===== src/rtl/wb_port_arbiter_pkg.sv =====
// Shared types and widths for the register-file write-port arbiter.
package wb_port_arbiter_pkg;

    localparam int REG_ADDR_W = 5;
    localparam int DATA_W     = 32;
    localparam int REG_COUNT  = 32;

    typedef struct packed {
        logic                  we;
        logic [REG_ADDR_W-1:0] rw;
        logic [DATA_W-1:0]     wdata;
    } wb_req_t;

    typedef enum logic [1:0] {
        SRC_NONE,
        SRC_PIPE,
        SRC_QUEUE,
        SRC_MD
    } wb_src_e;

endpackage


===== src/rtl/wb_port_arbiter_if.sv =====
// Bundles the pipeline request, multiply/divide stream and register-file port.
interface wb_port_arbiter_if;
    import wb_port_arbiter_pkg::*;

    logic                  pipe_we;
    logic [REG_ADDR_W-1:0] pipe_rw;
    logic [DATA_W-1:0]     pipe_wdata;
    logic                  md_valid;
    logic [REG_ADDR_W-1:0] md_rw;
    logic [DATA_W-1:0]     md_wdata;
    logic                  md_ready;
    logic                  RegWrite;
    logic [REG_ADDR_W-1:0] rw;
    logic [DATA_W-1:0]     wdata;
    logic [REG_COUNT-1:0]  pending_mask;

    modport master (
        output pipe_we, pipe_rw, pipe_wdata, md_valid, md_rw, md_wdata,
        input  md_ready, RegWrite, rw, wdata, pending_mask
    );

    modport slave (
        input  pipe_we, pipe_rw, pipe_wdata, md_valid, md_rw, md_wdata,
        output md_ready, RegWrite, rw, wdata, pending_mask
    );

endinterface


===== src/rtl/wb_port_arbiter_defer_queue.sv =====
// FIFO of deferred multiply/divide writes with per-entry live bit and kill-by-address.
// pending_mask is only computed when WBARB_PENDING_MASK_EN is defined.
module wb_defer_queue
    import wb_port_arbiter_pkg::*;
#(
    parameter int DEPTH = 2
) (
    input  logic                  clk,
    input  logic                  reset,
    input  logic                  i_push,
    input  logic [REG_ADDR_W-1:0] i_push_rw,
    input  logic [DATA_W-1:0]     i_push_wdata,
    input  logic                  i_pop,
    input  logic                  i_kill_en,
    input  logic [REG_ADDR_W-1:0] i_kill_rw,
    output logic                  o_full,
    output logic                  o_empty,
    output wb_req_t               o_head,
    output logic [REG_COUNT-1:0]  o_pending_mask
);

    localparam int PTR_W = $clog2(DEPTH);

    logic                  r_live  [DEPTH];
    logic [REG_ADDR_W-1:0] r_rw    [DEPTH];
    logic [DATA_W-1:0]     r_wdata [DEPTH];
    logic [PTR_W-1:0]      r_wptr;
    logic [PTR_W-1:0]      r_rptr;
    logic [PTR_W:0]        r_count;

    // Push only lands in a free slot, so it never collides with a kill or pop index.
    always_ff @(posedge clk or posedge reset) begin
        if (reset) begin
            r_wptr  <= '0;
            r_rptr  <= '0;
            r_count <= '0;
            for (int i = 0; i < DEPTH; i++) begin
                r_live[i]  <= 1'b0;
                r_rw[i]    <= '0;
                r_wdata[i] <= '0;
            end
        end else begin
            for (int i = 0; i < DEPTH; i++) begin
                if (i_kill_en && r_live[i] && (r_rw[i] == i_kill_rw))
                    r_live[i] <= 1'b0;
            end
            if (i_pop) begin
                r_live[r_rptr] <= 1'b0;
                r_rptr         <= r_rptr + 1'b1;
            end
            if (i_push) begin
                r_live[r_wptr]  <= 1'b1;
                r_rw[r_wptr]    <= i_push_rw;
                r_wdata[r_wptr] <= i_push_wdata;
                r_wptr          <= r_wptr + 1'b1;
            end
            case ({i_push, i_pop})
                2'b10:   r_count <= r_count + 1'b1;
                2'b01:   r_count <= r_count - 1'b1;
                default: r_count <= r_count;
            endcase
        end
    end

    assign o_full  = (r_count == (PTR_W+1)'(DEPTH));
    assign o_empty = (r_count == '0);
    assign o_head  = '{we: r_live[r_rptr], rw: r_rw[r_rptr], wdata: r_wdata[r_rptr]};

`ifdef WBARB_PENDING_MASK_EN
    logic [REG_COUNT-1:0] w_mask;
    always_comb begin
        w_mask = '0;
        for (int i = 0; i < DEPTH; i++) begin
            if (r_live[i])
                w_mask[r_rw[i]] = 1'b1;
        end
    end
    assign o_pending_mask = w_mask;
`else
    assign o_pending_mask = '0;
`endif

endmodule


===== src/rtl/wb_port_arbiter.sv =====
// Register-file write-port arbiter: pipeline writes win, md results defer or cut through.
// Optional WBARB_PENDING_MASK_EN enables the pending_mask output.
module wb_port_arbiter
    import wb_port_arbiter_pkg::*;
#(
    parameter int DEPTH = 2
) (
    input  logic             clk,
    input  logic             reset,
    wb_port_arbiter_if.slave bus
);

    logic    w_pe;
    logic    w_me;
    logic    w_full;
    logic    w_empty;
    logic    w_push;
    logic    w_pop;
    wb_req_t w_head;
    wb_src_e w_src;
    wb_req_t r_out;

    assign bus.md_ready = !w_full;
    assign w_pe = bus.pipe_we && (bus.pipe_rw != '0);
    assign w_me = bus.md_valid && !w_full && (bus.md_rw != '0);

    // A result colliding with a pipeline write to the same register is older; drop it.
    always_comb begin
        w_src  = SRC_NONE;
        w_push = 1'b0;
        w_pop  = 1'b0;
        if (w_pe) begin
            w_src  = SRC_PIPE;
            w_push = w_me && (bus.md_rw != bus.pipe_rw);
        end else if (!w_empty) begin
            w_src  = SRC_QUEUE;
            w_pop  = 1'b1;
            w_push = w_me;
        end else if (w_me) begin
            w_src  = SRC_MD;
        end
    end

    wb_defer_queue #(.DEPTH(DEPTH)) u_queue (
        .clk            (clk),
        .reset          (reset),
        .i_push         (w_push),
        .i_push_rw      (bus.md_rw),
        .i_push_wdata   (bus.md_wdata),
        .i_pop          (w_pop),
        .i_kill_en      (w_pe),
        .i_kill_rw      (bus.pipe_rw),
        .o_full         (w_full),
        .o_empty        (w_empty),
        .o_head         (w_head),
        .o_pending_mask (bus.pending_mask)
    );

    always_ff @(posedge clk or posedge reset) begin
        if (reset) begin
            r_out <= '0;
        end else begin
            case (w_src)
                SRC_PIPE:  r_out <= '{we: 1'b1, rw: bus.pipe_rw, wdata: bus.pipe_wdata};
                SRC_QUEUE: begin
                    if (w_head.we) r_out    <= w_head;
                    else           r_out.we <= 1'b0;
                end
                SRC_MD:    r_out <= '{we: 1'b1, rw: bus.md_rw, wdata: bus.md_wdata};
                default:   r_out.we <= 1'b0;
            endcase
        end
    end

    assign bus.RegWrite = r_out.we;
    assign bus.rw       = r_out.rw;
    assign bus.wdata    = r_out.wdata;

endmodule


===== src/flat_wrapper.sv =====
// flat-port wrapper written by rule: the top's interface ports become plain ports
module wb_port_arbiter_flat import wb_port_arbiter_pkg::*;
#(
    parameter int DEPTH = 2
)
  (clk, reset, bus_pipe_we, bus_pipe_rw, bus_pipe_wdata, bus_md_valid, bus_md_rw, bus_md_wdata, bus_md_ready, bus_RegWrite, bus_rw, bus_wdata, bus_pending_mask);
  wb_port_arbiter_if bus_i ();
  input  logic clk;
  input  logic reset;
  input wire logic [$bits(bus_i.pipe_we)-1:0] bus_pipe_we;
  input wire logic [$bits(bus_i.pipe_rw)-1:0] bus_pipe_rw;
  input wire logic [$bits(bus_i.pipe_wdata)-1:0] bus_pipe_wdata;
  input wire logic [$bits(bus_i.md_valid)-1:0] bus_md_valid;
  input wire logic [$bits(bus_i.md_rw)-1:0] bus_md_rw;
  input wire logic [$bits(bus_i.md_wdata)-1:0] bus_md_wdata;
  output wire logic [$bits(bus_i.md_ready)-1:0] bus_md_ready;
  output wire logic [$bits(bus_i.RegWrite)-1:0] bus_RegWrite;
  output wire logic [$bits(bus_i.rw)-1:0] bus_rw;
  output wire logic [$bits(bus_i.wdata)-1:0] bus_wdata;
  output wire logic [$bits(bus_i.pending_mask)-1:0] bus_pending_mask;
  assign bus_i.pipe_we = bus_pipe_we;
  assign bus_i.pipe_rw = bus_pipe_rw;
  assign bus_i.pipe_wdata = bus_pipe_wdata;
  assign bus_i.md_valid = bus_md_valid;
  assign bus_i.md_rw = bus_md_rw;
  assign bus_i.md_wdata = bus_md_wdata;
  assign bus_md_ready = bus_i.md_ready;
  assign bus_RegWrite = bus_i.RegWrite;
  assign bus_rw = bus_i.rw;
  assign bus_wdata = bus_i.wdata;
  assign bus_pending_mask = bus_i.pending_mask;
  wb_port_arbiter #(.DEPTH(DEPTH)) u_core (.clk(clk), .reset(reset), .bus(bus_i));
endmodule

===== config.mk =====
export PLATFORM = sky130hd
export DESIGN_NAME = wb_port_arbiter_flat
export DESIGN_NICKNAME = d
export VERILOG_FILES = /design/src/rtl/wb_port_arbiter_pkg.sv /design/src/rtl/wb_port_arbiter_if.sv /design/src/rtl/wb_port_arbiter_defer_queue.sv /design/src/rtl/wb_port_arbiter.sv /design/src/flat_wrapper.sv
export SDC_FILE = /design/constraint.sdc
export NUM_CORES = 1
export LEC_CHECK = 0
export ABC_AREA = 1
export CORE_UTILIZATION = 48
export CTS_BUF_LIST = sky130_fd_sc_hd__clkbuf_8
export CTS_CLUSTER_DIAMETER = 80
export CTS_CLUSTER_SIZE = 14
export DETAILED_ROUTE_END_ITERATION = 16
export GPL_ROUTABILITY_DRIVEN = 0
export PLACE_DENSITY = 0.83
export SETUP_SLACK_MARGIN = 0.3
export SYNTH_ARGS = -nofsm -noshare
export SYNTH_HDL_FRONTEND = slang
export SYNTH_HIERARCHICAL = 1
export SYNTH_SLANG_ARGS = --single-unit
export TNS_END_PERCENT = 100

===== constraint.sdc =====
create_clock -name clk -period 6.2 [get_ports clk]
set_input_delay 0.62 -clock clk [delete_from_list [all_inputs] [get_ports clk]]
set_output_delay 0.62 -clock clk [all_outputs]
set_load 0.01 [all_outputs]

== Word-level counts from Yosys, hierarchy flattened ==
Cells that the tools add are included.
Widths: inputs -> output; s select.

* Register bits: 118
* Input bits: 78
* Output and inout bits: 71
* Word-level logic and storage cells: 88

* Add/sub/neg operators: 4
* Magnitude comparators: 4
* Equal/unequal tests: 10
* Multiplexer cells: 35
* Bitwise gates (word level): 5
* Reduce and logical (&&, ||, !) cells: 18

{| class="wikitable"
|+ Operators by type and width
! cell !! count
|-
| $mux 32 || 4
|-
| $pmux 37 s3 || 1
|-
| $bwmux 64 || 1
|-
| $mux 37 || 1
|-
| $demux 32 s1 || 1
|-
| $mux 5 || 4
|-
| $mux 1 || 12
|-
| $bwmux 10 || 1
|-
| $eq 5x5->1 || 2
|-
| $logic_and 1x1->1 || 10
|-
| $mux 2 || 5
|-
| $reduce_bool 5->1 || 2
|-
| $eq 2x2->1 const B || 4
|-
| $demux 5 s1 || 1
|-
| $ne 5x5->1 || 1
|-
| $eq 2x1->1 const B || 2
|-
| $ge 2x2->1 const B || 2
|-
| $lt 2x1->1 const B || 2
|-
| $not 1->2 || 2
|-
| $pmux 2 s2 || 1
|-
| $reduce_bool 3->1 || 1
|-
| $add 1x1->1 const B || 2
|-
| $add 2x1->2 const B || 1
|-
| $and 2x2->2 || 1
|-
| 11 further kinds || 12
|}

== Longest topological paths before layout ==
Gate-level depths: netlist (run 1).

* Depth in word-level cells: 10
* Depth in mapped cells: 14
* Depth with buffers taken out: 12

== Cells and area by module ==
The synthesis (run 1) kept the hierarchy.

{| class="wikitable"
|+ By module, submodules not included
! module !! times used !! cells each !! area each (sq um) !! seq. area each (sq um)
|-
| wb_defer_queue || 1 || 505 || 3941.3 || 2001.9
|-
| wb_port_arbiter || 1 || 356 || 2438.6 || 950.9
|}

== Least setup slack after synthesis (run 1) ==
OpenSTA, ideal clock, no wires.

* Kind: input to register
* From: input bus_pipe_rw[4]
* To: register u_core.u_queue.r_count[1]
* Setup time: 0.131 ns
* Arrival time: 2.263 ns
* Data required time: 6.069 ns
* Slack: 3.806 ns
* Stages: 13
* Path buffers: 1
* Cell sequence: nor3_2 -> nand2_1 -> nand2_2 -> buf_6 -> inv_1 -> nor2_1 -> a21oi_1 -> nor2_1 -> inv_2 -> ha_1 -> a21oi_1 -> o21ai_0 -> xor2_1

* Longest elaborated chain between the ends: 5
* Elaborated cells on any way between the ends: 10
* Classes of those cells: 3 x eq/ne; 3 x mux; 4 x reduce/logical

{| class="wikitable"
|+ RTL lines
! element !! RTL line !! RTL
|-
| from (decl) || flat_wrapper.sv:11 || <nowiki>input wire logic [$bits(bus_i.pipe_rw)-1:0] bus_pipe_rw;</nowiki>
|-
| $reduce_bool 5->1 * || wb_port_arbiter.sv:24 || <nowiki>assign w_pe = bus.pipe_we && (bus.pipe_rw != '0);</nowiki>
|-
| $logic_and 1x1->1 * || wb_port_arbiter.sv:24 ||
|-
| net u_core.w_pe || wb_port_arbiter.sv:13 || <nowiki>logic w_pe;</nowiki>
|-
| $mux 1 * || wb_port_arbiter.sv:32 || <nowiki>if (w_pe) begin</nowiki>
|-
| net u_core.w_pop || wb_port_arbiter.sv:18 || <nowiki>logic w_pop;</nowiki>
|-
| $eq 2x1->1 / $eq 2x2->1 (equally long branches) || wb_port_arbiter_defer_queue.sv:57 || <nowiki>case ({i_push, i_pop})</nowiki>
|-
| $pmux 2 s2 / $reduce_bool 2->1 (equally long branches) || n/a ||
|-
| to (signal assigned) || wb_port_arbiter_defer_queue.sv:58 || <nowiki>2'b10: r_count <= r_count + 1'b1;</nowiki>
|-
| to (signal assigned) || wb_port_arbiter_defer_queue.sv:59 || <nowiki>2'b01: r_count <= r_count - 1'b1;</nowiki>
|-
| to (signal assigned) || wb_port_arbiter_defer_queue.sv:60 || <nowiki>default: r_count <= r_count;</nowiki>
|-
| to (decl) || wb_port_arbiter_defer_queue.sv:29 || <nowiki>logic [PTR_W:0] r_count;</nowiki>
|}

The timed path passes the listed nets; every way through them passes the cells marked *.
A chain may end at the register's enable or synchronous reset.

== Final worst setup path (run 1) ==
* From: input bus_pipe_rw[4]
* To: register u_core/u_queue/r_wdata[51] (netlist name)

* Longest elaborated chain between the ends: 3
* Elaborated cells on any way between the ends: 5
* Classes of those cells: 1 x eq/ne; 1 x mux; 3 x reduce/logical

{| class="wikitable"
|+ RTL lines
! element !! RTL line !! RTL
|-
| $reduce_bool 5->1 || wb_port_arbiter.sv:24 ||
|-
| $logic_and 1x1->1 || wb_port_arbiter.sv:24 ||
|-
| net u_core.w_pe || wb_port_arbiter.sv:13 ||
|-
| $mux 1 || wb_port_arbiter.sv:32 ||
|-
| net u_core.w_push || wb_port_arbiter.sv:17 || <nowiki>logic w_push;</nowiki>
|-
| to (signal, indexed assignment) || wb_port_arbiter_defer_queue.sv:54 || <nowiki>r_wdata[r_wptr] <= i_push_wdata;</nowiki>
|-
| to (decl) || wb_port_arbiter_defer_queue.sv:26 || <nowiki>logic [DATA_W-1:0] r_wdata [DEPTH];</nowiki>
|}

The timed path passes the listed nets, and every way through them passes these cells.

==> results.md, run 1 <==
- Vias/cell: 4.901
- Final setup margin: 2589 ps
- Commonest non-fill, non-tap cell in the layout: nand2_1
- RSZ-0062 raised after global routing: false
- Post-synthesis mux area share: 0
- Crit path launch: bus_pipe_rw[4]
- Main combinational cell family by area after synthesis: simple AND/OR/NAND/NOR gates
- Die height: 117.3 µm
- Worst r2r src: u_core/u_queue/r_count[0]
- Startpoint types: input pin
- Placed cell areas: 0.007335 mm²
- Xor/xnor share of the synthesized area: 0.01098
- Pins Over Slew Limit: 0
- Critical Path End Type: flop
- # diodes: 0
- DRC: 0
- Post-synth EDFFs: 0
- Hold buffer count at CTS: 0
- Synth Area per Inst: 7.410 µm²
- Clock share of power: 0.200
- Layout Skew: 7.609 ps
- Antenna viol nets, final: 0
- FFs w/ async S/R, synth: 1.000
- Static Leak: 0.003969 µW
- Sw Pwr: 1391 µW
- WS Path Type: in -> reg
- Die footprint: 0.01376 mm²
- Slew headroom: 0.2157
- VDD IR max: 0.2184 mV
- Total CTS buffers: 17
- Sequential share of power: 0.390
- Yosys top cell area share: 0.4628
- H-tree levels: 4
- CTS root buffer: clkbuf_8
- Crit share post-route: 0.5824
- Post-synthesis compound-gate area fraction: 0.07296
- Highest Clock Rate: 276.9 MHz
- Top post-synthesis cells by area: dfrtp_1 46%, nand2_1 21%, nand3_1 8.9%
- Worst path slowest cell: buf_4
- Final hold slack: 481.0 ps
- Register bit total from synthesis: 118
- Setup Total Neg Slack: 0 ps
- Worst-path fanout max: 77
- Endpoints failing setup: 0
- CP arrival: 3880 ps
- Yosys top cell by area: dfrtp_1
- Total GRT Usage: 0.2337
- Status: finished clean
- MaxCap Viol Count: 0
- PwrDens: 458.0 mW/mm²
- Multi-input gate area: 0.002736 mm²
- DP Wirelength: 9.040 mm
- Layout cells sized above 1: 0.05839
- Simple-gate share of the synthesized area: 0.3238
- Core Region: 0.01277 mm²
- Die X: 117.3 µm
- Worst-path clk slew: 70 ps
- 1st-iter DRT viols: 446
- Routed WL: 15.00 mm
- Number of fill cells in the layout: 1186
- Distinct cells, synth: 26
- Post-synthesis sequential area ratio: 0.4628
- Sw frac: 0.3929
- Commonest cells after routing, fill and taps aside: 361 x nand2_1, 117 x dfrtp_1, 116 x clkdlybuf4s50_1
- Layout area overhead: 21.18%
- Post-layout minimum cycle time: 3611 ps
- CP Data Required Time: 6470 ps
- GRT overflow: 0
- I/O Pins: 149
- Synthesis warning total: 6
- Drt wl/cell: 13.26 µm
- Clk_lat worst skew: 430 ps
- Crit-path leading delay family: simple AND/OR/NAND/NOR gates
- Core Rows: 41
- Min-delay worst type: reg -> reg
- Nets: 1027
- Resized cells post-CTS: 0
- P_int: 2149 µW
- Syn Inst Count: 861
- Clock sinks: 118
- Postcts setup bufs: 0
- TritonCTS clock tree: built
- Final Hold Vio Count: 0
- Vias in the first global route: 5216
- Post-Syn Area: 0.006380 mm²
- Critical path's largest stage delay: 600 ps
- Initial antenna violation count: 0
- Drt pass-1 iters: 5
- Largest net degree at the start of global routing: 81
- HP Start: u_core/bus.wdata[4]
- Finished Cell Area: 0.007731 mm²
- Max Root-Sink Buffers: 2
- DR vias: 5543
- Port buffer count: 116
- Initial cell density of the core: 0.4995
- Reg area: 0.002954 mm²
- First-pass GRT wire length: 24.89 mm
- Slew at the pin closest to its max-slew limit: 1175 ps
- Power after layout: 3541 µW
- Pre-CTS setup slack: 2223 ps
- Adder-cell area share of the yosys netlist: 0.001961
- Comb power frac: 0.410
- Post-synth top flop: dfrtp_1
- Buffers & Inverters on Critical Path: 4
- Critical-path cell list: clkdlybuf4s50_1 > nor3_2 > nand2_1 > nand2_2 > buf_4 > inv_1 > nor2_1 > a21oi_1 > nor2_1 > inv_2 > or2_4 > nand2_1 > o21ai_0
[worst paths after layout]
check	to	slack [ps]	cells after the start
worst max-delay path	u_core/u_queue/r_wdata[51]	2590	13
worst min-delay path	u_core/bus.wdata[4]	480	2
worst max register to register	u_core/bus.rw[1]	3030	8
worst min register to register	u_core/bus.wdata[4]	480	2
max in group asynchronous	u_core/u_queue/r_rptr	4610	3
min in group asynchronous	u_core/bus.wdata[8]	750	2
[kinds of logic (layout without fill, tap and decap cells)]
logic type / Yosys count / after routing
XOR/XNOR: 8 / 8
adder cells (fa/ha/maj): 1 / 1
flip-flops: 118 / 118
AO/OA/AOI/OAI: 85 / 85
AND/OR/NAND/NOR: 502 / 502
other: 1 / 32
buffers and inverters: 146 / 213
[worst register-to-register path: stages (launching register included)]
cell	delay, ps
dfrtp_1	420
nor2_1	200
inv_1	60
buf_4	290
nor2_4	840
nor2_4	410
inv_2	640
nand2_1	150
nand2_1	90
[flip-flops by register name, indices dropped and copies added (netlist names)]
name	cells
u_core/bus.RegWrite	1
u_core/bus.rw	5
u_core/bus.wdata	32
u_core/u_queue/r_count	2
u_core/u_queue/r_live	2
u_core/u_queue/r_rptr	1
u_core/u_queue/r_rw	10
u_core/u_queue/r_wdata	64
u_core/u_queue/r_wptr	1
[synth_stat cells, types with 2 or more instances]
cell / number
nor2_1: 17
xnor2_1: 4
buf_1: 8
nor2_4: 2
inv_1: 61
nand3_1: 114
buf_4: 42
nand2_2: 4
inv_2: 2
a21oi_1: 3
o21ai_0: 51
dfrtp_1: 118
nand2_1: 362
xor2_1: 4
o21ai_2: 10
buf_2: 16
buf_6: 11
o21ai_1: 20
clkbuf_1: 5
[power groups by stage]
stage	combinational [µW]	clock [µW]	sequential, µW
6_report	1450	707	1380
5_1_grt	1660	757	1430
4_1_cts	1460	719	1380
3_5_place_dp	1450	0	1390
3_3_place_gp	1410	0	1380
2_1_floorplan	1030	0	1350
[cell type report]
type	count	share of cell area
Sequential cell	118	0.3821
Multi-Input combinational cell	628	0.3539
Timing Repair Buffer	120	0.1541
Clock buffer	19	0.03382
Inverter	63	0.03075
Tap cell	172	0.02784
Clock inverter	11	0.01748
[per-stage QoR]
step,util,instances
2_1_floorplan,-,892
3_3_place_gp,0.5742,1101
3_5_place_dp,0.5742,1101
4_1_cts,0.6053,1131
5_1_grt,0.6053,1131
6_report,0.6053,1131
[per-layer routing]
| layer | GRT usage | wire length, µm |
|---|---|---|
| met1 | 0.3007 | 6742 |
| met3 | 0.04943 | 969 |
| met5 | 0 | 0 |
| met4 | 0.07257 | 180 |
| met2 | 0.3949 | 7104 |
Power figures use the tool's default switching activity.
==> inputs of run 2 (changes only) <==
==> constraint.sdc (replaced) <==
create_clock -name clk -period 3.4 [get_ports clk]
set_input_delay 0.34 -clock clk [delete_from_list [all_inputs] [get_ports clk]]
set_output_delay 0.34 -clock clk [all_outputs]
set_load 0.01 [all_outputs]
==> run 2 against run 1 <==
Routed wire length is 2.2% higher. Largest power group unchanged. Highest routed layer unchanged. Via count is 3.6% higher. Clock-buffer cell count grew 2. Hold slack got worse by 48 ps. Sequential share of layout area fell by 0.28 points. Power is 85% higher. Setup slack worse by 1900 ps. Non-clock buffer count grew 5. Combinational power is 89% higher.
==> results.md, run 2 (synthesized netlist as in run 1, its figures left out) <==
- Reg area: 0.002954 mm²
- Critical Path End Type: flop
- Min-delay worst type: in -> async
- Setup Total Neg Slack: 0 ps
- Commonest non-fill, non-tap cell in the layout: nand2_1
- VDD IR max: 0.3526 mV
- Max Root-Sink Buffers: 2
- Met1 WL: 6.782 mm
- Post-layout minimum cycle time: 2709 ps
- Resized cells post-CTS: 0
- Total GRT Usage: 0.2335
- Top reg by flops: u_core/u_queue/r_wdata
- Endpoints failing setup: 0
- Pins Over Slew Limit: 0
- Die footprint: 0.01376 mm²
- Largest net degree at the start of global routing: 77
- TritonCTS clock tree: built
- Routed WL: 15.32 mm
- Slew headroom: 0.2076
- 1st-iter DRT viols: 388
- Initial cell density of the core: 0.4995
- H-tree levels: 4
- Worst-path fanout max: 38
- Port buffer count: 116
- Highest Clock Rate: 369.2 MHz
- DRC: 0
- Nets: 1032
- # diodes: 0
- Postcts setup bufs: 0
- Slew at the pin closest to its max-slew limit: 1187 ps
- Max layer used: met4
- Core Region: 0.01277 mm²
- Multi-input gate area: 0.002736 mm²
- Vias in the first global route: 5111
- Status: finished clean
- CP Data Required Time: 3700 ps
- DP Wirelength: 9.642 mm
- Met2 WL: 7.184 mm
- Startpoint types: flop
- Final Hold Vio Count: 0
- Layout Skew: 9.638 ps
- Crit share post-route: 0.7967
- Initial antenna violation count: 0
- DR vias: 5744
- First-pass GRT wire length: 24.76 mm
- I/O Pins: 149
- Clk_lat worst skew: 410 ps
- PwrDens: 840.6 mW/mm²
- Antenna viol nets, final: 0
- Layout area overhead: 22.06%
- Clock sinks: 118
- Layout cells sized above 1: 0.06432
- Number of fill cells in the layout: 1151
- Drt wl/cell: 13.49 µm
- Vias/cell: 5.056
- WS Path Type: reg -> reg
- Hold buffer count at CTS: 0
- Total CTS buffers: 17
- Worst-path clk slew: 70 ps
- Drt pass-1 iters: 6
- CP arrival: 3010 ps
- Core Rows: 41
- CTS root buffer: clkbuf_8
- Commonest cells after routing, fill and taps aside: 361 x nand2_1, 117 x dfrtp_1, 116 x clkdlybuf4s50_1
- Die X: 117.3 µm
- MaxCap Viol Count: 0
- Number of flip-flops in the largest register: 64
- Core Util, Final: 0.6097
- GRT overflow: 0
- Placed Cells: 1106
- RSZ-0062 raised after global routing: false
- Non-filler instance count after layout: 1136
- Detail Route met3 WL: 1.237 mm
- Die height: 117.3 µm
- Static Leak: 0.003999 µW
[run 2: layout make-up]
cell class | instances | area share
inverter | 63 | 0.03053
tap | 172 | 0.02763
timing repair buffer | 125 | 0.1578
clock inverter | 9 | 0.01623
sequential | 118 | 0.3793
multi-input combinational | 628 | 0.3514
clock buffer | 21 | 0.03711
[run 2: worst max-delay path, stage by stage (launching register included)]
cell and delay, ps:
dfrtp_1 430, nor2_1 200, inv_1 240, nand2_1 140, nand2_2 70, nor2_4 680, inv_2 540, nand2_1 220
nand2_1 70
[run 2: metrics by stage]
stage	hold WS, ps	setup WS, ps	cell area [µm²]	total power, µW
finish	433.0	691.3	7787	6546
global route	467.1	431.6	7787	7085
CTS	446.2	696.2	7787	6559
detailed placement	465.0	430.5	7372	5212
global placement	464.9	501.1	7372	5121
floorplan	452.9	1008	6496	4340
[run 2: worst paths after layout]
kind	endpoint	from	cells past startpoint	slack [ps]
hold / removal	u_core/u_queue/r_wdata[39]	reset	2	430
min in group clk	u_core/bus.wdata[3]	u_core/bus.wdata[3]	2	480
hold reg to reg	u_core/bus.wdata[3]	u_core/bus.wdata[3]	2	480
setup / recovery	u_core/bus.rw[1]	u_core/u_queue/r_count[0]	8	690
setup reg to reg	u_core/bus.rw[1]	u_core/u_queue/r_count[0]	8	690
max in group asynchronous	u_core/u_queue/r_wdata[63]	reset	3	2180
[run 2: report_power, final]
group / internal [µW] / switching, µW
clock network: 791 / 537
logic: 1130 / 1600
registers: 2060 / 422
[run 2: layer usage]
metal,vias to the layer above,GRT usage
li1,2819,-
met2,268,0.3733
met4,0,0.07257
met3,10,0.04068
met1,2647,0.3243
met5,-,0
==> inputs of run 3 (changes only) <==
==> constraint.sdc (replaced) <==
create_clock -name clk -period 2.8 [get_ports clk]
set_input_delay 0.28 -clock clk [delete_from_list [all_inputs] [get_ports clk]]
set_output_delay 0.28 -clock clk [all_outputs]
set_load 0.01 [all_outputs]
==> run 3 against run 2 <==
Clock skew barely moved. Register-to-register slack better by 50 ps. Combinational power increased by 26%. Critical endpoint is now u_core/u_queue/r_wdata[47].
==> results.md, run 3 (synthesized netlist as in run 1, its figures left out) <==
- TritonCTS clock tree: built
- Total GRT Usage: 0.2389
- RSZ-0062 raised after global routing: false
- Total CTS buffers: 17
- Highest Clock Rate: 475.7 MHz
- DR vias: 5682
- Antenna viol nets, final: 0
- Clk_lat worst skew: 430 ps
- Sequential share of power: 0.364
- Die X: 117.3 µm
- # diodes: 0
- Crit share post-route: 0.7508
- Status: finished clean
- Layout area overhead: 24.93%
- I/O Pins: 149
- CTS root buffer: clkbuf_8
- Placed Cells: 1115
- Comb power frac: 0.418
- Largest net degree at the start of global routing: 56
- Commonest non-fill, non-tap cell in the layout: nand2_1
- 1st-iter DRT viols: 549
- Top reg by flops: u_core/u_queue/r_wdata
- Pins Over Slew Limit: 0
- Drt pass-1 iters: 8
- Post-layout minimum cycle time: 2102 ps
- Static Leak: 0.004106 µW
- Critical Path End Type: flop
- Worst-path fanout max: 35
- Startpoint types: input pin
- Initial cell density of the core: 0.4995
- Setup Total Neg Slack: 0 ps
- Layout cells sized above 1: 0.07290
- Commonest cells after routing, fill and taps aside: 361 x nand2_1, 117 x dfrtp_1, 116 x clkdlybuf4s50_1
- CP arrival: 2410 ps
- Clock share of power: 0.217
- VDD IR max: 0.4724 mV
- Core Rows: 41
- Layout Skew: 9.707 ps
- PwrDens: 1035 mW/mm²
- P_int: 5105 µW
- Clock sinks: 118
- Non-filler instance count after layout: 1146
- Postcts setup bufs: 0
- Final Hold Vio Count: 0
- Drt wl/cell: 13.43 µm
- WS Path Type: in -> reg
- Max Root-Sink Buffers: 2
- Vias in the first global route: 5247
- CP Data Required Time: 3110 ps
- MaxCap Viol Count: 0
- Core Region: 0.01277 mm²
- Initial antenna violation count: 0
- Min-delay worst type: in -> async
- Worst-path clk slew: 70 ps
- Number of flip-flops in the largest register: 64
- Resized cells post-CTS: 0
- Number of fill cells in the layout: 1136
- Slew at the pin closest to its max-slew limit: 808.1 ps
- Hold buffer count at CTS: 0
- H-tree levels: 4
- DP Wirelength: 10.22 mm
- Vias/cell: 4.958
- Slew headroom: 0.4605
- Routed WL: 15.39 mm
- Die footprint: 0.01376 mm²
- Sw frac: 0.3812
- Sw Pwr: 3145 µW
- Endpoints failing setup: 0
- First-pass GRT wire length: 25.07 mm
- Nets: 1041
- GRT overflow: 0
- Port buffer count: 116
- Die height: 117.3 µm
- DRC: 0
-- run 3: metal layers --
metal | vias up | wire [µm] | track usage
met3 | 19 | 1095 | 0.04737
li1 | 2841 | - | -
met4 | 0 | 163 | 0.07764
met5 | - | 0 | 0
met2 | 228 | 7348 | 0.3929
met1 | 2594 | 6783 | 0.3170
-- run 3: final timing paths --
path / startpoint / to / slack (ps) / cells past startpoint
setup / recovery: bus_pipe_rw[4] / u_core/u_queue/r_wdata[47] / 700 / 13
hold / removal: reset / u_core/u_queue/r_wdata[8] / 320 / 2
setup reg to reg: u_core/u_queue/r_count[0] / u_core/bus.wdata[13] / 740 / 9
hold reg to reg: u_core/bus.rw[0] / u_core/bus.rw[0] / 480 / 2
max in group asynchronous: reset / u_core/u_queue/r_rptr / 1710 / 3
min in group clk: bus_md_wdata[26] / u_core/u_queue/r_wdata[58] / 440 / 3
-- run 3: final cells by class --
| type | count | area, µm² | share of cell area |
|---|---|---|---|
| inverter | 63 | 237.7 | 0.02983 |
| multi-input combinational | 628 | 2736 | 0.3433 |
| sequential | 118 | 2954 | 0.3706 |
| timing repair buffer | 134 | 1371 | 0.1721 |
| tap | 172 | 215.2 | 0.02700 |
| clock buffer | 20 | 275.3 | 0.03454 |
| clock inverter | 11 | 180.2 | 0.02261 |
-- run 3: worst max-delay path, stage by stage --
cell and delay, ps:
clkdlybuf4s50_1 520, nor3_2 210, nand2_1 80, nand2_2 80
inv_1 90, nor2_1 130, a21oi_1 50, nor2_1 180
inv_2 70, or2_4 330, buf_12 200, nand2_1 80
o21ai_0 70
-- run 3: power groups by stage --
stage	registers, µW	clock network (µW)	logic, µW
2_1_floorplan	2990	0	2280
3_3_place_gp	2990	0	3340
3_5_place_dp	3010	0	3450
4_1_cts	3000	1820	3470
5_1_grt	3100	1900	3920
6_report	3000	1790	3450
-- run 3: per-stage QoR --
stage / total power [µW] / area (µm²) / setup slack, ps / utilization / hold WS (ps)
floorplan: 5270 / 6496 / 468.3 / - / 428.0
global placement: 6332 / 7515 / 357.6 / 0.5883 / 464.4
detailed placement: 6453 / 7515 / 276.7 / 0.5883 / 464.6
CTS: 8283 / 7970 / 726.0 / 0.6240 / 321.0
global route: 8923 / 7970 / 495.2 / 0.6240 / 359.2
finish: 8250 / 7970 / 697.8 / 0.6240 / 319.9
